$ cat config.mk
export PLATFORM = sky130hd
export DESIGN_NAME = led7_scan
export DESIGN_NICKNAME = d
export VERILOG_FILES = /design/src/rtl/led7_pkg.sv /design/src/rtl/bin2bcd_seq.sv /design/src/rtl/led7_scan.sv
export SDC_FILE = /design/constraint.sdc
export NUM_CORES = 1
export LEC_CHECK = 0
export ABC_AREA = 1
export BUFFER_PORTS_ARGS = -buffer_cell sky130_fd_sc_hd__buf_4
export CORE_MARGIN = 3
export CORE_UTILIZATION = 57
export DETAILED_ROUTE_END_ITERATION = 7
export GPL_TIMING_DRIVEN = 0
export PLACE_DENSITY_LB_ADDON = 0.12
export RECOVER_POWER = 25
export SLEW_MARGIN = 20
export SYNTH_ARGS = -nofsm -noshare
export SYNTH_HDL_FRONTEND = slang
export SYNTH_SLANG_ARGS = --single-unit
$ cat constraint.sdc
create_clock -name clk -period 1.7 [get_ports clk]
set_input_delay 0 -clock clk [delete_from_list [all_inputs] [get_ports clk]]
set_output_delay 0 -clock clk [all_outputs]
set_load 0.05 [all_outputs]
$ cat src/rtl/led7_pkg.sv
// Shared constants, FSM encoding and the double-dabble step
// for the 4-digit multiplexed 7-segment driver.
package led7_pkg;

  localparam int DIGITS  = 4;
  localparam int BIN_W   = 14;
  localparam int BCD_W   = 16;
  localparam int MAX_VAL = 9999;

  typedef enum logic {
    IDLE    = 1'b0,
    CONVERT = 1'b1
  } state_e;

  // One shift-add-3 iteration: bias digits >= 5, then shift in a bit.
  function automatic logic [BCD_W-1:0] dd_step(
    input logic [BCD_W-1:0] b,
    input logic             in
  );
    logic [BCD_W-1:0] a;
    for (int i = 0; i < DIGITS; i++) begin
      a[4*i +: 4] = (b[4*i +: 4] >= 4'd5) ?
                    b[4*i +: 4] + 4'd3 : b[4*i +: 4];
    end
    return {a[BCD_W-2:0], in};
  endfunction

endpackage

$ cat src/rtl/bin2bcd_seq.sv
// Sequential binary-to-BCD converter, one bit per cycle.
// bcd is valid in the cycle done is high.
module bin2bcd_seq
  import led7_pkg::*;
(
  input  logic             clk,
  input  logic             rst_n,
  input  logic             start,
  input  logic [BIN_W-1:0] bin,
  output logic             done,
  output logic [BCD_W-1:0] bcd
);

  logic             busy_q, busy_d;
  logic [3:0]       cnt_q, cnt_d;
  logic [BIN_W-1:0] sh_q, sh_d;
  logic [BCD_W-1:0] acc_q, acc_d;
  logic [BCD_W-1:0] step;

  assign step = dd_step(acc_q, sh_q[BIN_W-1]);
  assign done = busy_q && (cnt_q == 4'(BIN_W-1));
  assign bcd  = step;

  always_comb begin
    busy_d = busy_q;
    cnt_d  = cnt_q;
    sh_d   = sh_q;
    acc_d  = acc_q;
    if (start) begin
      busy_d = 1'b1;
      cnt_d  = '0;
      sh_d   = bin;
      acc_d  = '0;
    end else if (busy_q) begin
      acc_d = step;
      sh_d  = {sh_q[BIN_W-2:0], 1'b0};
      cnt_d = cnt_q + 4'd1;
      if (done) busy_d = 1'b0;
    end
  end

  always_ff @(posedge clk or negedge rst_n) begin
    if (!rst_n) begin
      busy_q <= 1'b0;
      cnt_q  <= '0;
      sh_q   <= '0;
      acc_q  <= '0;
    end else begin
      busy_q <= busy_d;
      cnt_q  <= cnt_d;
      sh_q   <= sh_d;
      acc_q  <= acc_d;
    end
  end

endmodule

$ cat src/rtl/led7_scan.sv
// Load/convert control plus multiplexed digit scan with
// leading-zero blanking and overflow blanking.
module led7_scan
  import led7_pkg::*;
#(
  parameter int REFRESH_DIV = 50000
) (
  input  logic             clk,
  input  logic             rst_n,
  input  logic             load_valid,
  input  logic [BIN_W-1:0] bin_in,
  output logic             load_ready,
  input  logic             blank_lz,
  output logic [3:0]       digit_en,
  output logic [3:0]       bcd_out,
  output logic             seg_enable,
  output logic             ovf
);

  localparam logic [19:0] DIV_M1 = 20'(REFRESH_DIV - 1);

  state_e           state_q, state_d;
  logic [BCD_W-1:0] disp_q, disp_d;
  logic             ovf_q, ovf_d;
  logic             pend_q, pend_d;
  logic [19:0]      pre_q, pre_d;
  logic [1:0]       idx_q, idx_d;

  logic             accept;
  logic             done;
  logic [BCD_W-1:0] bcd;
  logic [BCD_W-1:0] upper;
  logic             lz;

  assign load_ready = (state_q == IDLE);
  assign accept     = load_valid && load_ready;

  bin2bcd_seq u_conv (
    .clk   (clk),
    .rst_n (rst_n),
    .start (accept),
    .bin   (bin_in),
    .done  (done),
    .bcd   (bcd)
  );

  always_comb begin
    state_d = state_q;
    disp_d  = disp_q;
    ovf_d   = ovf_q;
    pend_d  = pend_q;
    unique case (state_q)
      IDLE: begin
        if (accept) begin
          state_d = CONVERT;
          pend_d  = bin_in > BIN_W'(MAX_VAL);
        end
      end
      CONVERT: begin
        if (done) begin
          state_d = IDLE;
          disp_d  = bcd;
          ovf_d   = pend_q;
        end
      end
      default: state_d = IDLE;
    endcase
  end

  always_comb begin
    pre_d = pre_q + 20'd1;
    idx_d = idx_q;
    if (pre_q >= DIV_M1) begin
      pre_d = '0;
      idx_d = idx_q + 2'd1;
    end
  end

  always_ff @(posedge clk or negedge rst_n) begin
    if (!rst_n) begin
      state_q <= IDLE;
      disp_q  <= '0;
      ovf_q   <= 1'b0;
      pend_q  <= 1'b0;
      pre_q   <= '0;
      idx_q   <= '0;
    end else begin
      state_q <= state_d;
      disp_q  <= disp_d;
      ovf_q   <= ovf_d;
      pend_q  <= pend_d;
      pre_q   <= pre_d;
      idx_q   <= idx_d;
    end
  end

  // A digit is a leading zero when it and all higher digits are 0.
  assign upper      = disp_q >> {idx_q, 2'b00};
  assign lz         = blank_lz && (idx_q != 2'd0) && (upper == '0);
  assign seg_enable = !ovf_q && !lz;
  assign digit_en   = ~(4'b0001 << idx_q);
  assign bcd_out    = disp_q[{idx_q, 2'b00} +: 4];
  assign ovf        = ovf_q;

endmodule

==> reports/metrics.csv <==
stage,metric,value,unit
cts,clk_pin_slew_worst_paths,0.08,ns
run_status,status,"complete, but fails checks",
final_layout,layoutNonFillerInstCount,633,
floorplanning,start_util,60.2,%
floorplanning,die_x,88.8,µm
timing,fin_worst_skew,0.0108,ns
timing,hold_ws,0.0451,ns
setup_path,path_max_fanout,3,
power,switchingPower,3760,µW
place,gp_congestion,0.872,
logic_synthesis,synthArstFlopShare,100,%
cts,clock_sinks,76,
logic_synthesis,synth-xor-area-share,3.58,%
grt,grt_first_pass_wirelength,14800,µm
power,seqPwrFrac,32.0,%
logic_synthesis,synth_top_cells_by_area,"dfrtp_1 (49%), nand2_1 (11%), inv_1 (6.9%), ha_1 (4.8%), nor2_1 (4.8%)",
power,pwr-share-clk,19.3,%
logic_synthesis,yosysSeqAreaShare,48.6,%
timing,drv_slew,0,
final_layout,nNetsFinal,584,
route,ant_nets,0,
logic_synthesis,synth_edf_count,0,
place,dp.cells,582,
power,p_per_area,1760,nW/µm²
setup_path,crit_end,seg_enable,
final_layout,area_growth_syn_to_layout,27.8,%
floorplanning,die_area,7890,µm²
place,hpwlAfterDp,5780,µm
run_status,failed_checks,negative setup slack,
timing,hold_violations,0,
floorplanning,core_area,6490,µm²
logic_synthesis,synth_top_area_share,48.6,%
route,drt_iter0_markers,284,
route,wirelength,9080,µm
timing,fmax,565,MHz
timing,relSlewSlack,32.7,%
floorplanning,dieHeight,88.8,µm
grt,grt_max_degree,77,
setup_path,rr_endpoint,pre_q[8],
route,wl_per_cell,14.3,µm
worst_hold_path,hold_path_class,primary input to flip-flop,
floorplanning,rows,29,
cts,h-tree-depth,3,
power,ir_worst_vdd,0.000808,V
floorplanning,io_pins,29,
logic_synthesis,ys.warnings.count,0,
cts,cts_root_buffer,clkbuf_8,
logic_synthesis,synth.most_common_cell,nand2_1,
place,portBuffers,28,
cts,clock_latency,0.34,ns
power,p_leak,0.00242,µW
logic_synthesis,synth_common_cells,"nand2_1 (115), dfrtp_1 (76), inv_1 (72)",
logic_synthesis,synth_top_family_by_area,simple AND/OR/NAND/NOR gates,
setup_path,r2r_setup_slack,0.10,ns
setup_path,arrival,1.77,ns
route,vias,3363,
power,power.share.switching,42.7,%
logic_synthesis,synth_compound_area_share,11.6,%
route,viasPerCell,5.31,
route,drc,0,
timing,worst_pin_slew,1.01,ns
route,drt_first_pass_iters,5,
setup_path,r2r_cells,9,
final_layout,nFillCells,471,
final_layout,drive_gt1_share,22.5,%
logic_synthesis,synth-simple-area-share,22.3,%
grt,antenna_found_initial,0,
cts,cts_buffer_depth,2,
cts,cts_tree,built,
logic_synthesis,synth_fa_ha_area_share,4.80,%
logic_synthesis,synth_cell_type_count,30,
logic_synthesis,synth-seq-cells,76,
setup_path,r2r_start,pre_q[0],
cts,cts_made_buffers,9,
timing,rsz0062_at_grt,true,
setup_path,worstPathRequired,1.70,ns
timing,worst_slack,-0.0696,ns
setup_path,critPathLaunchType,flip-flop,
timing,setup_tns,-0.0814,ns
logic_synthesis,synth_cells,474,
final_layout,num_antenna_cells,0,
setup_path,crit_path_end_kind,output pin,
grt,grt_pass1_vias,3229,
logic_synthesis,synth-main-ff-cell,dfrtp_1,
logic_synthesis,synth_area,3910,µm²
power,comb_power_share,48.8,%
timing,min_period,1.77,ns
logic_synthesis,syn_avg_cell_area,8.25,µm²
logic_synthesis,synthMuxAreaShare,0,%
timing,setup_viol,2,
setup_path,worstSetupPathType,flip-flop to output pin,
logic_synthesis,yosysTopAreaCell,dfrtp_1,
grt,grt_usage,24.5,%
setup_path,crit_path_start,idx_q[0],
grt,overflow,0,
run,cap_violations,0,
timing,period_share,104,%
place,postPlaceCellArea,4230,µm²
power,intPower,5050,µW
final_layout,stdcell_area,5000,µm²
## worst max-delay path: stages (launching register included)
cell	delay, ns
dfrtp_1	0.40
buf_6	0.14
buf_4	0.15
o21ai_2	0.22
nor2_4	0.07
nand3_4	0.10
nor2_4	0.04
a21oi_2	0.14
buf_6	0.17
## stage by stage
step	util [%]	setup WS (ns)	total power, µW
CTS	74.2	-0.00782	8400
detailed placement	65.2	0.0596	6260
floorplan	-	-0.0619	5310
global placement	65.2	0.105	6130
global route	76.9	-0.145	9460
finish	76.9	-0.0696	8810
## area by class of cell
type,count,area [µm²],share of cell area [%]
tap,77,96.3,1.93
buffer,11,82.6,1.65
inverter,73,285,5.71
multi-input combinational,316,1810,36.2
clock inverter,5,108,2.15
sequential,76,1900,38.1
clock buffer,11,141,2.83
timing repair buffer,64,572,11.4
## metal layers
metal / part of all wire [%] / track usage, %
met5: 0 / 0
met4: 0.93 / 7.14
met3: 4.2 / 5.59
met1: 45 / 33.7
met2: 50 / 38.9
## power groups by stage
stage	sequential, µW	combinational (µW)	clock (µW)
finish	2820	4290	1700
CTS	2780	3890	1720
global route	2880	4760	1830
floorplan	2750	2560	0
detailed placement	2830	3430	0
global placement	2810	3320	0
## logic make-up (layout without fill, tap and decap cells)
kind of cell	Yosys count	count (layout)
simple gates	207	207
other cells	1	4
fa+ha+maj	15	15
compound gates	74	74
flops	76	76
xor+xnor	16	16
buf+inv	85	164
## worst min-delay path by stage
stage	from	endpoint	cells past startpoint
after detailed placement	rst_n	u_conv.acc_q[11]	1
after global routing	bin_in[13]	pend_q	5
after global placement	rst_n	u_conv.acc_q[11]	1
final	bin_in[13]	pend_q	5
after CTS	bin_in[13]	pend_q	5
after floorplan	rst_n	disp_q[0]	0
## registers in the layout, summed over array words and instances, names as in the netlist
name	cells
pend_q	1
u_conv.busy_q	1
u_conv.sh_q	14
ovf	1
disp_q	16
pre_q	20
u_conv.acc_q	16
u_conv.cnt_q	4
idx_q	2
state_q	1
## cell usage in the layout, fill, tap and decap left out, drive strengths merged
cell type | synthesis | routed
clkbuf | 0 | 13
bufinv | 0 | 3
o211ai | 2 | 2
nand4 | 4 | 4
nor3 | 6 | 6
nand2 | 116 | 116
dlygate4sd3 | 0 | 15
nand3 | 22 | 22
buf | 12 | 58
or2 | 2 | 2
conb | 1 | 4
o21bai | 2 | 2
o22ai | 14 | 14
inv | 73 | 73
o21ai | 38 | 38
clkinv | 0 | 1
xnor2 | 1 | 1
clkinvlp | 0 | 1
nor2 | 56 | 56
xor2 | 15 | 15
and3 | 1 | 1
o221ai | 9 | 9
ha | 15 | 15
dfrtp | 76 | 76
a21oi | 9 | 9
## timing repair
| item | 4_1_cts | 5_1_grt |
|---|---|---|
| gates cloned | 1 | 1 |
| hold buffers | 15 | 0 |
| setup buffers | 12 | 7 |
| resized for setup | 25 | 37 |
| endpoints found under the hold margin | 91 | 0 |
| pin swaps | 10 | 10 |
| setup endpoints to repair | 1 | 23 |
(Power assumes the default switching activity.)
